==> config.mk <==
export PLATFORM = sky130hd
export DESIGN_NAME = blood_fx_ctrl_flat
export DESIGN_NICKNAME = d
export VERILOG_FILES = /design/src/rtl/blood_fx_pkg.sv /design/src/rtl/blood_fx_if.sv /design/src/rtl/blood_frame_seq.sv /design/src/rtl/blood_fx_ctrl.sv /design/src/flat_wrapper.sv
export SDC_FILE = /design/constraint.sdc
export NUM_CORES = 1
export LEC_CHECK = 0
export BUFFER_PORTS_ARGS = -buffer_cell sky130_fd_sc_hd__buf_2
export CAP_MARGIN = 25
export CORE_ASPECT_RATIO = 0.75
export CORE_MARGIN = 2
export CORE_UTILIZATION = 52
export CTS_BUF_LIST = sky130_fd_sc_hd__clkbuf_4 sky130_fd_sc_hd__clkbuf_8
export CTS_CLUSTER_DIAMETER = 40
export CTS_CLUSTER_SIZE = 16
export DETAILED_ROUTE_END_ITERATION = 8
export HOLD_SLACK_MARGIN = 0.15
export PLACE_DENSITY = 0.82
export RECOVER_POWER = 25
export SETUP_SLACK_MARGIN = 0.4
export SYNTH_ARGS = -nofsm -noshare
export SYNTH_HDL_FRONTEND = slang
export SYNTH_SLANG_ARGS = --single-unit
==> constraint.sdc <==
create_clock -name clk -period 4.34 [get_ports clk]
set_clock_uncertainty 0.05 [all_clocks]
set_input_delay 0.868 -clock clk [delete_from_list [all_inputs] [get_ports clk]]
set_output_delay 0.868 -clock clk [all_outputs]
set_load 0.03 [all_outputs]
==> src/rtl/blood_fx_pkg.sv <==
// rtl/blood_fx_pkg.sv - shared constants, state encoding and position clamp for the blood FX block
package blood_fx_pkg;

  localparam int SPRITE_SIZE = 64;
  localparam int NUM_FRAMES  = 16;
  localparam int FRAME_TICKS = 4;
  localparam int H_VISIBLE   = 640;
  localparam int V_VISIBLE   = 480;

  localparam logic [11:0] TRANSPARENT = 12'h000;

  localparam logic [9:0] X_LIMIT     = 10'(H_VISIBLE - SPRITE_SIZE);
  localparam logic [9:0] Y_LIMIT     = 10'(V_VISIBLE - SPRITE_SIZE);
  localparam logic [9:0] HALF_SPRITE = 10'(SPRITE_SIZE / 2);
  localparam logic [9:0] SPRITE_LIM  = 10'(SPRITE_SIZE);

  typedef enum logic {
    IDLE = 1'b0,
    PLAY = 1'b1
  } fx_state_t;

  // Centre the sprite on the hit, keeping the whole 64x64 box inside the visible area.
  function automatic logic [9:0] clamp_pos(input logic [9:0] centre, input logic [9:0] limit);
    logic [9:0] v;
    v = centre - HALF_SPRITE;
    if (centre < HALF_SPRITE) return '0;
    else if (v > limit)       return limit;
    else                      return v;
  endfunction

endpackage

==> src/rtl/blood_fx_if.sv <==
// rtl/blood_fx_if.sv - hit, video timing, ROM address/data and overlay signals of the blood FX block
interface blood_fx_if;
  logic        trigger;
  logic [9:0]  hit_x;
  logic [9:0]  hit_y;
  logic        frame_tick;
  logic        video_on;
  logic [9:0]  pixel_x;
  logic [9:0]  pixel_y;
  logic [5:0]  rom_row;
  logic [5:0]  rom_col;
  logic [3:0]  frame_sel;
  logic [11:0] rom_data;
  logic        busy;
  logic        fx_on;
  logic [11:0] fx_rgb;

  modport slave (
    input  trigger, hit_x, hit_y, frame_tick, video_on, pixel_x, pixel_y, rom_data,
    output rom_row, rom_col, frame_sel, busy, fx_on, fx_rgb
  );

  modport master (
    output trigger, hit_x, hit_y, frame_tick, video_on, pixel_x, pixel_y, rom_data,
    input  rom_row, rom_col, frame_sel, busy, fx_on, fx_rgb
  );
endinterface

==> src/rtl/blood_frame_seq.sv <==
// rtl/blood_frame_seq.sv - animation FSM: frame pacing, frame select and clamped hit position
module blood_frame_seq
  import blood_fx_pkg::*;
(
  input  logic       clk,
  input  logic       reset,
  input  logic       i_trigger,
  input  logic [9:0] i_hit_x,
  input  logic [9:0] i_hit_y,
  input  logic       i_frame_tick,
  output logic       o_busy,
  output logic [3:0] o_frame_sel,
  output logic [9:0] o_pos_x,
  output logic [9:0] o_pos_y
);

  fx_state_t  r_state;
  logic [3:0] r_tick_cnt;
  logic [3:0] r_frame_sel;
  logic [9:0] r_pos_x;
  logic [9:0] r_pos_y;

  // A trigger takes priority over any frame_tick, so a hit on the final tick restarts cleanly.
  always_ff @(posedge clk) begin
    if (reset) begin
      r_state     <= IDLE;
      r_tick_cnt  <= '0;
      r_frame_sel <= '0;
      r_pos_x     <= '0;
      r_pos_y     <= '0;
    end else if (i_trigger) begin
      r_state     <= PLAY;
      r_tick_cnt  <= '0;
      r_frame_sel <= '0;
      r_pos_x     <= clamp_pos(i_hit_x, X_LIMIT);
      r_pos_y     <= clamp_pos(i_hit_y, Y_LIMIT);
    end else if (r_state == PLAY && i_frame_tick) begin
      if (r_tick_cnt < 4'(FRAME_TICKS - 1)) begin
        r_tick_cnt <= r_tick_cnt + 4'd1;
      end else begin
        r_tick_cnt <= '0;
        if (r_frame_sel == 4'(NUM_FRAMES - 1)) begin
          r_state     <= IDLE;
          r_frame_sel <= '0;
        end else begin
          r_frame_sel <= r_frame_sel + 4'd1;
        end
      end
    end
  end

  assign o_busy      = (r_state == PLAY);
  assign o_frame_sel = r_frame_sel;
  assign o_pos_x     = r_pos_x;
  assign o_pos_y     = r_pos_y;

endmodule

==> src/rtl/blood_fx_ctrl.sv <==
// rtl/blood_fx_ctrl.sv - blood splatter sequencer top: ROM addressing, latency alignment and colour keying
module blood_fx_ctrl
  import blood_fx_pkg::*;
(
  input  logic       clk,
  input  logic       reset,
  blood_fx_if.slave  bus
);

  logic       w_busy;
  logic [3:0] w_frame_sel;
  logic [9:0] w_pos_x;
  logic [9:0] w_pos_y;
  logic [9:0] w_dx;
  logic [9:0] w_dy;
  logic       w_in_box;
  logic       w_fx_on;
  logic       r_in_box_d;
  logic       r_vid_d;

  blood_frame_seq u_seq (
    .clk          (clk),
    .reset        (reset),
    .i_trigger    (bus.trigger),
    .i_hit_x      (bus.hit_x),
    .i_hit_y      (bus.hit_y),
    .i_frame_tick (bus.frame_tick),
    .o_busy       (w_busy),
    .o_frame_sel  (w_frame_sel),
    .o_pos_x      (w_pos_x),
    .o_pos_y      (w_pos_y)
  );

  // Pixels left of/above the sprite wrap to large offsets and so fall outside the box.
  assign w_dx     = bus.pixel_x - w_pos_x;
  assign w_dy     = bus.pixel_y - w_pos_y;
  assign w_in_box = (w_dx < SPRITE_LIM) && (w_dy < SPRITE_LIM) && w_busy;

  assign bus.rom_col   = w_in_box ? w_dx[5:0] : 6'd0;
  assign bus.rom_row   = w_in_box ? w_dy[5:0] : 6'd0;
  assign bus.frame_sel = w_frame_sel;
  assign bus.busy      = w_busy;

  // The ROM registers its address, so the qualifiers are delayed to meet its data.
  always_ff @(posedge clk) begin
    if (reset) begin
      r_in_box_d <= 1'b0;
      r_vid_d    <= 1'b0;
    end else begin
      r_in_box_d <= w_in_box;
      r_vid_d    <= bus.video_on;
    end
  end

  assign w_fx_on    = r_in_box_d && r_vid_d && (bus.rom_data != TRANSPARENT);
  assign bus.fx_on  = w_fx_on;
  assign bus.fx_rgb = w_fx_on ? bus.rom_data : 12'h000;

endmodule

==> src/flat_wrapper.sv <==
// flat-port wrapper written by rule: the top's interface ports become plain ports
module blood_fx_ctrl_flat import blood_fx_pkg::*;
  (clk, reset, bus_trigger, bus_hit_x, bus_hit_y, bus_frame_tick, bus_video_on, bus_pixel_x, bus_pixel_y, bus_rom_data, bus_rom_row, bus_rom_col, bus_frame_sel, bus_busy, bus_fx_on, bus_fx_rgb);
  blood_fx_if bus_i ();
  input  logic clk;
  input  logic reset;
  input wire logic [$bits(bus_i.trigger)-1:0] bus_trigger;
  input wire logic [$bits(bus_i.hit_x)-1:0] bus_hit_x;
  input wire logic [$bits(bus_i.hit_y)-1:0] bus_hit_y;
  input wire logic [$bits(bus_i.frame_tick)-1:0] bus_frame_tick;
  input wire logic [$bits(bus_i.video_on)-1:0] bus_video_on;
  input wire logic [$bits(bus_i.pixel_x)-1:0] bus_pixel_x;
  input wire logic [$bits(bus_i.pixel_y)-1:0] bus_pixel_y;
  input wire logic [$bits(bus_i.rom_data)-1:0] bus_rom_data;
  output wire logic [$bits(bus_i.rom_row)-1:0] bus_rom_row;
  output wire logic [$bits(bus_i.rom_col)-1:0] bus_rom_col;
  output wire logic [$bits(bus_i.frame_sel)-1:0] bus_frame_sel;
  output wire logic [$bits(bus_i.busy)-1:0] bus_busy;
  output wire logic [$bits(bus_i.fx_on)-1:0] bus_fx_on;
  output wire logic [$bits(bus_i.fx_rgb)-1:0] bus_fx_rgb;
  assign bus_i.trigger = bus_trigger;
  assign bus_i.hit_x = bus_hit_x;
  assign bus_i.hit_y = bus_hit_y;
  assign bus_i.frame_tick = bus_frame_tick;
  assign bus_i.video_on = bus_video_on;
  assign bus_i.pixel_x = bus_pixel_x;
  assign bus_i.pixel_y = bus_pixel_y;
  assign bus_i.rom_data = bus_rom_data;
  assign bus_rom_row = bus_i.rom_row;
  assign bus_rom_col = bus_i.rom_col;
  assign bus_frame_sel = bus_i.frame_sel;
  assign bus_busy = bus_i.busy;
  assign bus_fx_on = bus_i.fx_on;
  assign bus_fx_rgb = bus_i.fx_rgb;
  blood_fx_ctrl u_core (.clk(clk), .reset(reset), .bus(bus_i));
endmodule
* Word-level counts from Yosys, hierarchy flattened
Index checks and enable logic that the tools add are counted.
** Storage, ports and cells
- Output and inout bits :: 30
- Register bits after elaboration :: 31
- Bits of input ports :: 57
- Logic and storage cells :: 47
** Operators by class
- Reduce and logical (&&, ||, !) cells :: 11
- Bitwise gates (word level) :: 1
- Equal/unequal tests :: 2
- $add $sub $neg :: 6
- Muxes and demuxes :: 13
- Magnitude comparators :: 7
** Operators by type and width (number)
- $mux W10 :: 4
- $lt A10 B6 Y1 const B :: 2
- $lt A10 B7 Y1 const B :: 2
- $sub A10 B10 Y10 :: 2
- $sub A10 B6 Y10 const B :: 2
- $mux W12 :: 1
- $mux W6 :: 2
- $reduce_bool A12 Y1 :: 1
- $gt A10 B10 Y1 const B :: 1
- $gt A10 B9 Y1 const B :: 1
- $add A4 B1 Y4 const B :: 2
- $mux W4 :: 2
- $logic_and A1 B1 Y1 :: 5
- $eq A4 B4 Y1 const B :: 1
- $lt A4 B2 Y1 const B :: 1
- $mux W1 :: 4
- $reduce_bool A2 Y1 :: 2
- $reduce_and A3 Y1 :: 1
- $ne A2 B2 Y1 const B :: 1
- $reduce_and A2 Y1 :: 1
- $reduce_or A2 Y1 :: 1
- $not A1 Y1 :: 1

* Logic depth before layout (Yosys ltp)
Gate-level depths: netlist (run 1).
- Depth after elaboration :: 5
- Gate-level depth with buffers :: 10
- Gate-level depth less buffers :: 9

* Modules after synthesis
A second synthesis (run 1) with hierarchy kept.
** Second synthesis, totals
- Cell total of the unflattened synthesis :: 327
- Area total of the unflattened synthesis :: 2713.9 um^2
** Modules (own cells, without submodules)
- blood_frame_seq :: sequential area each 580.6 um^2, cells an instance 160, area an instance 1457.6 um^2, instances 1
- blood_fx_ctrl :: sequential area each 40.0 um^2, cells an instance 167, area an instance 1256.2 um^2, instances 1

* Worst setup path after synthesis (run 1)
OpenSTA, ideal clock, no wires.
- Kind :: input to output
- Start :: input bus_pixel_y[0]
- End :: output bus_rom_row[3]
- Buffers on the path :: 0
- Path slack :: -0.054 ns
- Stages on the path :: 9
- Arrival :: 3.476 ns
- Data required time :: 3.422 ns
- Cell sequence :: inv_1 ha_1 fa_1 nor2b_1 o2111ai_1 and4b_2 a311oi_2 nand4_2 nor4b_1
** Between the ends
- Cells in the longest elaborated chain, start to end :: 5
** RTL lines
- start, declared :: line flat_wrapper.sv:13 : input wire logic [$bits(bus_i.pixel_y)-1:0] bus_pixel_y;
- $sub A10 B10 Y10 * :: line blood_fx_ctrl.sv:36 : assign w_dy = bus.pixel_y - w_pos_y;
- $lt A10 B7 Y1 :: line blood_fx_ctrl.sv:37 : assign w_in_box = (w_dx < SPRITE_LIM) && (w_dy < SPRITE_LIM) && w_busy;
- $logic_and A1 B1 Y1 (2 in a row) :: line blood_fx_ctrl.sv:37
- $mux W6 * :: line blood_fx_ctrl.sv:40 : assign bus.rom_row = w_in_box ? w_dy[5:0] : 6'd0;
- end, declared :: line flat_wrapper.sv:15 : output wire logic [$bits(bus_i.rom_row)-1:0] bus_rom_row;
Mark *: on every way between the ends. The rest lies on a longest branch, timed or not.

* Final worst setup path (run 1)
- Start :: input bus_pixel_y[0]
- End :: output bus_rom_col[2]
** Between the ends
- Cells in the longest elaborated chain, start to end :: 5
** RTL lines
- $sub A10 B10 Y10 :: line blood_fx_ctrl.sv:36
- $lt A10 B7 Y1 :: line blood_fx_ctrl.sv:37
- $logic_and A1 B1 Y1 (2 in a row) :: line blood_fx_ctrl.sv:37
- $mux W6 :: line blood_fx_ctrl.sv:39 : assign bus.rom_col = w_in_box ? w_dx[5:0] : 6'd0;
- end, declared :: line flat_wrapper.sv:16 : output wire logic [$bits(bus_i.rom_col)-1:0] bus_rom_col;
Every way passes these cells.

==> results of run 1 <==
## cells by family (layout without fill, tap and decap cells)
kind of cell | after synthesis | count (layout) | share of synthesized area, %
xor gates and xnor gates | 16 | 16 | 5.83
buffers and inverters | 36 | 132 | 5.68
and+or+nand+nor | 114 | 114 | 27.8
DFF | 31 | 31 | 24.5
muxes | 1 | 1 | 0.445
AOI/OAI and AO/OA | 81 | 81 | 23.3
adders and majority gates | 24 | 24 | 12.5
## metrics by stage
stage               power, mW  instances  utilization (%)
floorplan               0.506        303                -
global placement        0.583        442             71.1
detailed placement      0.590        442             71.1
CTS                     0.856        450             74.6
global route            0.930        456             78.6
finish                  0.887        456             78.6
## layer usage
layer / vias to the layer above / wire [um]
met2: 117 / 3660
met1: 1259 / 3250
met4: 0 / 219
li1: 1304 / -
met3: 20 / 559
met5: - / 0
## timing repair
action,CTS,global route
resized for setup,19,23
endpoints found under the hold margin,0,0
setup buffers,0,5
pin swaps,0,11
gates cloned,0,1
setup endpoints to repair,12,12
## where the power goes
group | total, mW | internal [mW] | switching (mW)
Combinational | 0.318 | 0.139 | 0.179
Sequential | 0.303 | 0.296 | 0.00723
Clock | 0.266 | 0.144 | 0.121
## path summary, 6_finish.rpt
kind | from | cells past startpoint | slack [ns] | end
hold reg to reg | u_core.u_seq.o_pos_y[8]$_SDFFE_PP0P_ | 1 | 0.41 | u_core.u_seq.o_pos_y[8]$_SDFFE_PP0P_
setup / recovery | bus_pixel_y[0] | 12 | 0.19 | bus_rom_col[2]
hold / removal | u_core.u_seq.o_pos_y[8]$_SDFFE_PP0P_ | 1 | 0.41 | u_core.u_seq.o_pos_y[8]$_SDFFE_PP0P_
setup reg to reg | u_core.u_seq.o_pos_x[1]$_SDFFE_PP0P_ | 9 | 1.86 | u_core.r_in_box_d$_SDFF_PP0_
## cells in the mapped netlist, types with 5 or more instances
master                     instances
sky130_fd_sc_hd__nor2b_1           8
sky130_fd_sc_hd__a21oi_1          21
sky130_fd_sc_hd__nor4_2           10
sky130_fd_sc_hd__and2_1           14
sky130_fd_sc_hd__inv_1            28
sky130_fd_sc_hd__a22o_1           13
sky130_fd_sc_hd__nand2_1          21
sky130_fd_sc_hd__nor4_1            7
sky130_fd_sc_hd__o21ai_0          10
sky130_fd_sc_hd__ha_1             22
sky130_fd_sc_hd__nor2_1           16
sky130_fd_sc_hd__nand2b_1          6
sky130_fd_sc_hd__nor3_1            6
sky130_fd_sc_hd__xor2_1           12
sky130_fd_sc_hd__dfxtp_1          31
sky130_fd_sc_hd__a21o_1            5
sky130_fd_sc_hd__clkbuf_1          6
## cell type report
type	count	area, um2	area share, %
Inverter	28	110	3.07
Timing Repair Buffer	96	609	17.0
Sequential cell	31	621	17.3
Clock buffer	7	96.3	2.68
Clock inverter	1	7.51	0.209
Multi-Input combinational cell	236	2080	57.8
Tap cell	57	71.3	1.99
## cells in the final DEF, fill, tap and decap left out, types with 6 or more instances in the layout
cell,count
sky130_fd_sc_hd__buf_2,68
sky130_fd_sc_hd__dfxtp_1,31
sky130_fd_sc_hd__inv_1,26
sky130_fd_sc_hd__nand2_1,21
sky130_fd_sc_hd__a21oi_1,17
sky130_fd_sc_hd__nor2_1,16
sky130_fd_sc_hd__and2_1,14
sky130_fd_sc_hd__a22o_1,13
sky130_fd_sc_hd__xor2_1,12
sky130_fd_sc_hd__ha_1,12
sky130_fd_sc_hd__nor4_4,11
sky130_fd_sc_hd__buf_4,11
sky130_fd_sc_hd__o21ai_0,9
sky130_fd_sc_hd__ha_4,9
sky130_fd_sc_hd__clkbuf_8,7
sky130_fd_sc_hd__buf_6,7
sky130_fd_sc_hd__nor2b_1,6
sky130_fd_sc_hd__nor3_1,6
sky130_fd_sc_hd__clkbuf_1,6
## sequential cells by signal (all words and copies together), names as in the netlist
| register | count |
|---|---|
| u_core.u_seq.o_pos_y | 10 |
| u_core.u_seq.o_busy | 1 |
| u_core.u_seq.o_frame_sel | 4 |
| u_core.r_vid_d | 1 |
| u_core.u_seq.o_pos_x | 10 |
| u_core.u_seq.r_tick_cnt | 4 |
| u_core.r_in_box_d | 1 |
## worst max-delay path: cells and delay by family
kind | cells | cell delay (ns)
buffers and inverters | 4 | 0.54
adders and majority gates | 2 | 0.53
and+or+nand+nor | 4 | 0.89
AOI/OAI and AO/OA | 2 | 0.38
==> metrics.txt, run 1 <==
worst hold-check path type register to register; RSZ-0062 raised after global routing true; horizontal die dimension 84.6 um; Critical Path Source Type input port; most used routing layer met2; Placed Instance Area 0.00325 mm2; CTS max path bufs 2; crit path time final 4.15 ns; clock-pin slew on the worst setup and hold paths 0.07 ns; flop and latch count out of synthesis 31; global-route track usage on met1 34.2%; Peak supply drop 0.221 mV; number of buffers created by CTS 5; number of global-route vias before repair 2,541; post-route clock period utilization 95.6%; number of hold violations in the final report 0; core region area 0.00457 mm2; layout cell share with drive strength beyond 1 38.1%; dominant synthesized flop cell sky130_fd_sc_hd__dfxtp_1; wire length of the first global-routing pass 11.6 mm; cell taking the most area after synthesis sky130_fd_sc_hd__dfxtp_1; CTS tree done; critical path's largest stage delay 0.38 ns; total wirelength of the detailed-routed design 7.69 mm; run status finished, final reports clean; Hold-fix buffers, CTS 0; worst endpoint data arrival time 3.23 ns; leading cell types by total area after synthesis sky130_fd_sc_hd__dfxtp_1, sky130_fd_sc_hd__ha_1, sky130_fd_sc_hd__nor4_2, sky130_fd_sc_hd__a22o_1, sky130_fd_sc_hd__a21oi_1; reported max-cap violation count 0; highest-delay cell along the critical path sky130_fd_sc_hd__fa_2; grt met2 use 43.6%; violation count after the first detailed-routing iteration 120; source-to-sink clock delay at the later pin of the worst-skew pair 0.29 ns; DRC errors left 0; Yosys warning total 0; total number of H-tree levels 2; post-synthesis instance total 303; required arrival time at the worst endpoint 3.42 ns; number of nets at the end of the flow 479; Syn Std Cell Area 0.00253 mm2; maximum clock frequency 241 MHz; asr flop ratio synth 0%; cells along the critical path buf_6, inv_4, ha_4, fa_2, nor2b_4, o2111ai_2, and4b_2, a311oi_2, nand4_2, clkbuf_16, nor4_4, buf_4; critical path type input port to primary output; Wirelength per Cell 16.9 um; static leakage 1.52 nW; Final Worst Setup Slack 0.192 ns; Detail Placement HPWL 5.48 mm; DP Worst Slack 0.233 ns; share of the yosys chip area belonging to registers 24.5%; largest net degree at the start of global routing 19; final antenna-violating net count 0; Final GP Congestion 0.925; Total Die Area 0.00545 mm2; fill cell instance count of the final layout 321; clock sink count 31; average cell area after synthesis 8.36 um2; Total Routing Usage GR 26.5%; number of iterations in the first detailed-routing pass 4; syn nets 384; Post-synth EDFFs 0; number of rows created at floorplan 21; worst-case headroom to the max-slew limit 35.9%; antenna cell count 0; IO Count 87; number of vias in the routed layout 2,700; number of library cell types mapped by synthesis 59; met3 Usage GRT 6.11%; endpoint class of the critical path primary output; input/output buffers 86; chip height 64.4 um; vias per inst 5.92; power density normalized to cell area 247 mW/mm2; Total Negative Setup Slacks 0 ns; CTS root buf sky130_fd_sc_hd__clkbuf_8; initial antenna violation count 0; Initial Utilization 55.4%; minimum hold slack 0.410 ns; area share of the largest cell type after synthesis 24.5%; GR Overflow Total 0; max-slew violations 0; Max FO, Critical Path 6; Finished Cell Area 0.00359 mm2; actual transition at the worst max-transition pin 0.962 ns; endpoints failing setup 0; Layout Area Growth over Synthesis 41.8%
(Power assumes the default switching activity.)
==> inputs of run 2 (changes only) <==
Settings changed: CORE_UTILIZATION 52 to 51, CTS_BUF_LIST sky130_fd_sc_hd__clkbuf_4 sky130_fd_sc_hd__clkbuf_8 to default, PLACE_DENSITY 0.82 to 0.81, SKIP_CTS_REPAIR_TIMING from default to 1.
==> run 2 against run 1 <==
Hold slack got worse by 0.0014 ns. Die area increased by 1.9%. Clock power down 17%. Worst setup slack better by 0.050 ns. Largest cell class unchanged. Count of clock-buffer cells in the layout fell by 1. Critical path type unchanged. Sequential share of layout area grew 0.46 points. Sequential power hardly changed. Register-to-register slack worse by 0.05 ns. Sequential cell count did not move. Final cell count is 0.44% higher.
==> metrics.txt, run 2 (synthesis gave the netlist of run 1 again) <==
run status finished, final reports clean; number of iterations in the first detailed-routing pass 5 (+1); critical path type input port to primary output; destination of the worst register-to-register timing path u_core.r_in_box_d$_SDFF_PP0_; Initial Utilization 52.3% (-3.1 points); number of global-route vias before repair 2,245 (-12%); RSZ-0062 raised after global routing true; Sequential cell area 621 um2 (unchanged); total number of H-tree levels 2 (unchanged); number of buffer and inverter instances along the worst setup path 3 (-1); clock-pin slew on the worst setup and hold paths 0.06 ns (about the same); largest net degree at the start of global routing 14 (-5); CTS max path bufs 2 (unchanged); worst endpoint data arrival time 3.18 ns (-0.05 ns); endpoint class of the critical path primary output; CTS root buf sky130_fd_sc_hd__clkbuf_8; number of vias in the routed layout 2,585 (-4.3%); number of hold violations in the final report 0 (unchanged); source-to-sink clock delay at the later pin of the worst-skew pair 0.28 ns (about the same); Detail Placement HPWL 5.13 mm (-6.4%); vias per inst 5.64 (-4.7%); max-slew violations 0 (unchanged); Final GP Congestion 0.850 (-8.1%); antenna cell count 0 (unchanged); Peak supply drop 0.188 mV (-15%); IO Count 87 (unchanged); endpoints failing setup 0 (unchanged); Worst R2R Setup Slack 1.81 ns (-0.05 ns); Total Negative Setup Slacks 0 ns (unchanged); capturing element of the worst setup path bus_rom_col[2]; worst-case headroom to the max-slew limit 50.3% (+14 points); Crit. path cell count 10 (-2); clock sink count 31 (unchanged); commonest non-fill, non-tap cell in the layout sky130_fd_sc_hd__buf_2; violation count after the first detailed-routing iteration 107 (-11%); reported max-cap violation count 0 (unchanged); cells on worst reg2reg path 9 (unchanged); actual transition at the worst max-transition pin 0.741 ns (-0.221 ns); chip height 65.0 um (+0.92%); highest-delay cell along the critical path sky130_fd_sc_hd__or4_4; static leakage 1.49 nW (-1.5%); source of the critical timing path bus_pixel_x[3]; largest delay contributor family on the critical path simple AND/OR/NAND/NOR gates; power density normalized to cell area 236 mW/mm2 (-4.5%); R2R Path Start u_core.u_seq.o_pos_x[3]$_SDFFE_PP0P_; wire length of the first global-routing pass 10.3 mm (-11%); crit path time final 4.10 ns (-0.0505 ns); GR Overflow Total 0 (unchanged); cells along the critical path buf_6, ha_4, o211ai_1, a21oi_4, or4_4, a211oi_2, nand4_2, clkbuf_16, nor4_4, buf_4; Max FO, Critical Path 6 (unchanged); number of rows created at floorplan 22 (+4.8%); number of nets at the end of the flow 478 (-0.21%); CTS tree done; maximum clock frequency 244 MHz (+1.2%); Wirelength per Cell 14.5 um (-14%); fill cell instance count of the final layout 380 (+18%); Total Routing Usage GR 23.0% (-3.5 points); final antenna-violating net count 0 (unchanged); Layout Area Growth over Synthesis 38.2%; DRC errors left 0 (unchanged); total chip power 0.825 mW (-7.0%); horizontal die dimension 85.4 um (+0.93%); critical path's largest stage delay 0.52 ns (+0.14 ns); total wirelength of the detailed-routed design 6.65 mm (-13%); input/output buffers 86 (unchanged); Critical Path Source Type input port; number of buffers created by CTS 5 (unchanged); required arrival time at the worst endpoint 3.42 ns (about the same); post-route clock period utilization 94.4% (-1.2 points); worst hold-check path type register to register; Total Die Area 0.00555 mm2 (+1.9%); layout cell share with drive strength beyond 1 37.4% (-0.66 points); initial antenna violation count 0 (unchanged); area used by multi-input combinational logic 0.00202 mm2 (-2.5%); most frequent cells in the layout sky130_fd_sc_hd__buf_2, sky130_fd_sc_hd__dfxtp_1, sky130_fd_sc_hd__inv_1; core region area 0.00484 mm2 (+6.0%)
[run 2: how the worst min path moves through the flow]
stage / startpoint / end / slack (ns) / cells after the start
floorplan: u_core.u_seq.o_pos_y[8]$_SDFFE_PP0P_ / u_core.u_seq.o_pos_y[8]$_SDFFE_PP0P_ / 0.38 / 1
global placement: u_core.u_seq.o_pos_y[8]$_SDFFE_PP0P_ / u_core.u_seq.o_pos_y[8]$_SDFFE_PP0P_ / 0.39 / 1
detailed placement: u_core.u_seq.o_pos_y[8]$_SDFFE_PP0P_ / u_core.u_seq.o_pos_y[8]$_SDFFE_PP0P_ / 0.39 / 1
CTS: u_core.u_seq.o_pos_y[8]$_SDFFE_PP0P_ / u_core.u_seq.o_pos_y[8]$_SDFFE_PP0P_ / 0.41 / 1
global route: u_core.u_seq.o_pos_y[8]$_SDFFE_PP0P_ / u_core.u_seq.o_pos_y[8]$_SDFFE_PP0P_ / 0.44 / 1
finish: u_core.u_seq.o_pos_y[8]$_SDFFE_PP0P_ / u_core.u_seq.o_pos_y[8]$_SDFFE_PP0P_ / 0.41 / 1
[run 2: cell type report]
type	count	area share, %
inverter	28	3.07
multi-input combinational	236	57.8
timing repair buffer	95	16.8
clock buffer	6	2.07
clock inverter	2	0.358
tap	60	2.15
sequential	31	17.7
[run 2: stage by stage]
stage / setup WS [ns] / utilization (%) / instances / instance area (um2) / hold WS, ns
detailed placement: 0.205 / 67.0 / 445 / 3240 / 0.394
CTS: 0.209 / 68.7 / 453 / 3330 / 0.410
floorplan: 0.389 / - / 303 / 2740 / 0.376
global placement: 0.296 / 66.7 / 444 / 3230 / 0.393
global route: 0.150 / 72.2 / 458 / 3500 / 0.435
finish: 0.243 / 72.2 / 458 / 3500 / 0.408
[run 2: where the power goes]
group	leakage, nW	internal, mW	switching [mW]
Sequential	0.253	0.296	0.00716
Clock	0.0412	0.112	0.110
Combinational	1.20	0.132	0.168
[run 2: routing by layer]
layer	GRT usage, %	wire length (um)
met2	38.3	3120
met5	0	0
met4	4.17	72
met3	4.20	459
met1	31.5	2990
[run 2: worst register-to-register path, cell delays in order (launching register included)]
cell and delay [ns]:
sky130_fd_sc_hd__dfxtp_1 0.33, sky130_fd_sc_hd__inv_1 0.07, sky130_fd_sc_hd__ha_4 0.25, sky130_fd_sc_hd__o211ai_1 0.27
sky130_fd_sc_hd__a21oi_4 0.06, sky130_fd_sc_hd__or4_4 0.52, sky130_fd_sc_hd__a211oi_2 0.23, sky130_fd_sc_hd__nand4_2 0.23
sky130_fd_sc_hd__clkbuf_16 0.24, sky130_fd_sc_hd__nor4_2 0.19
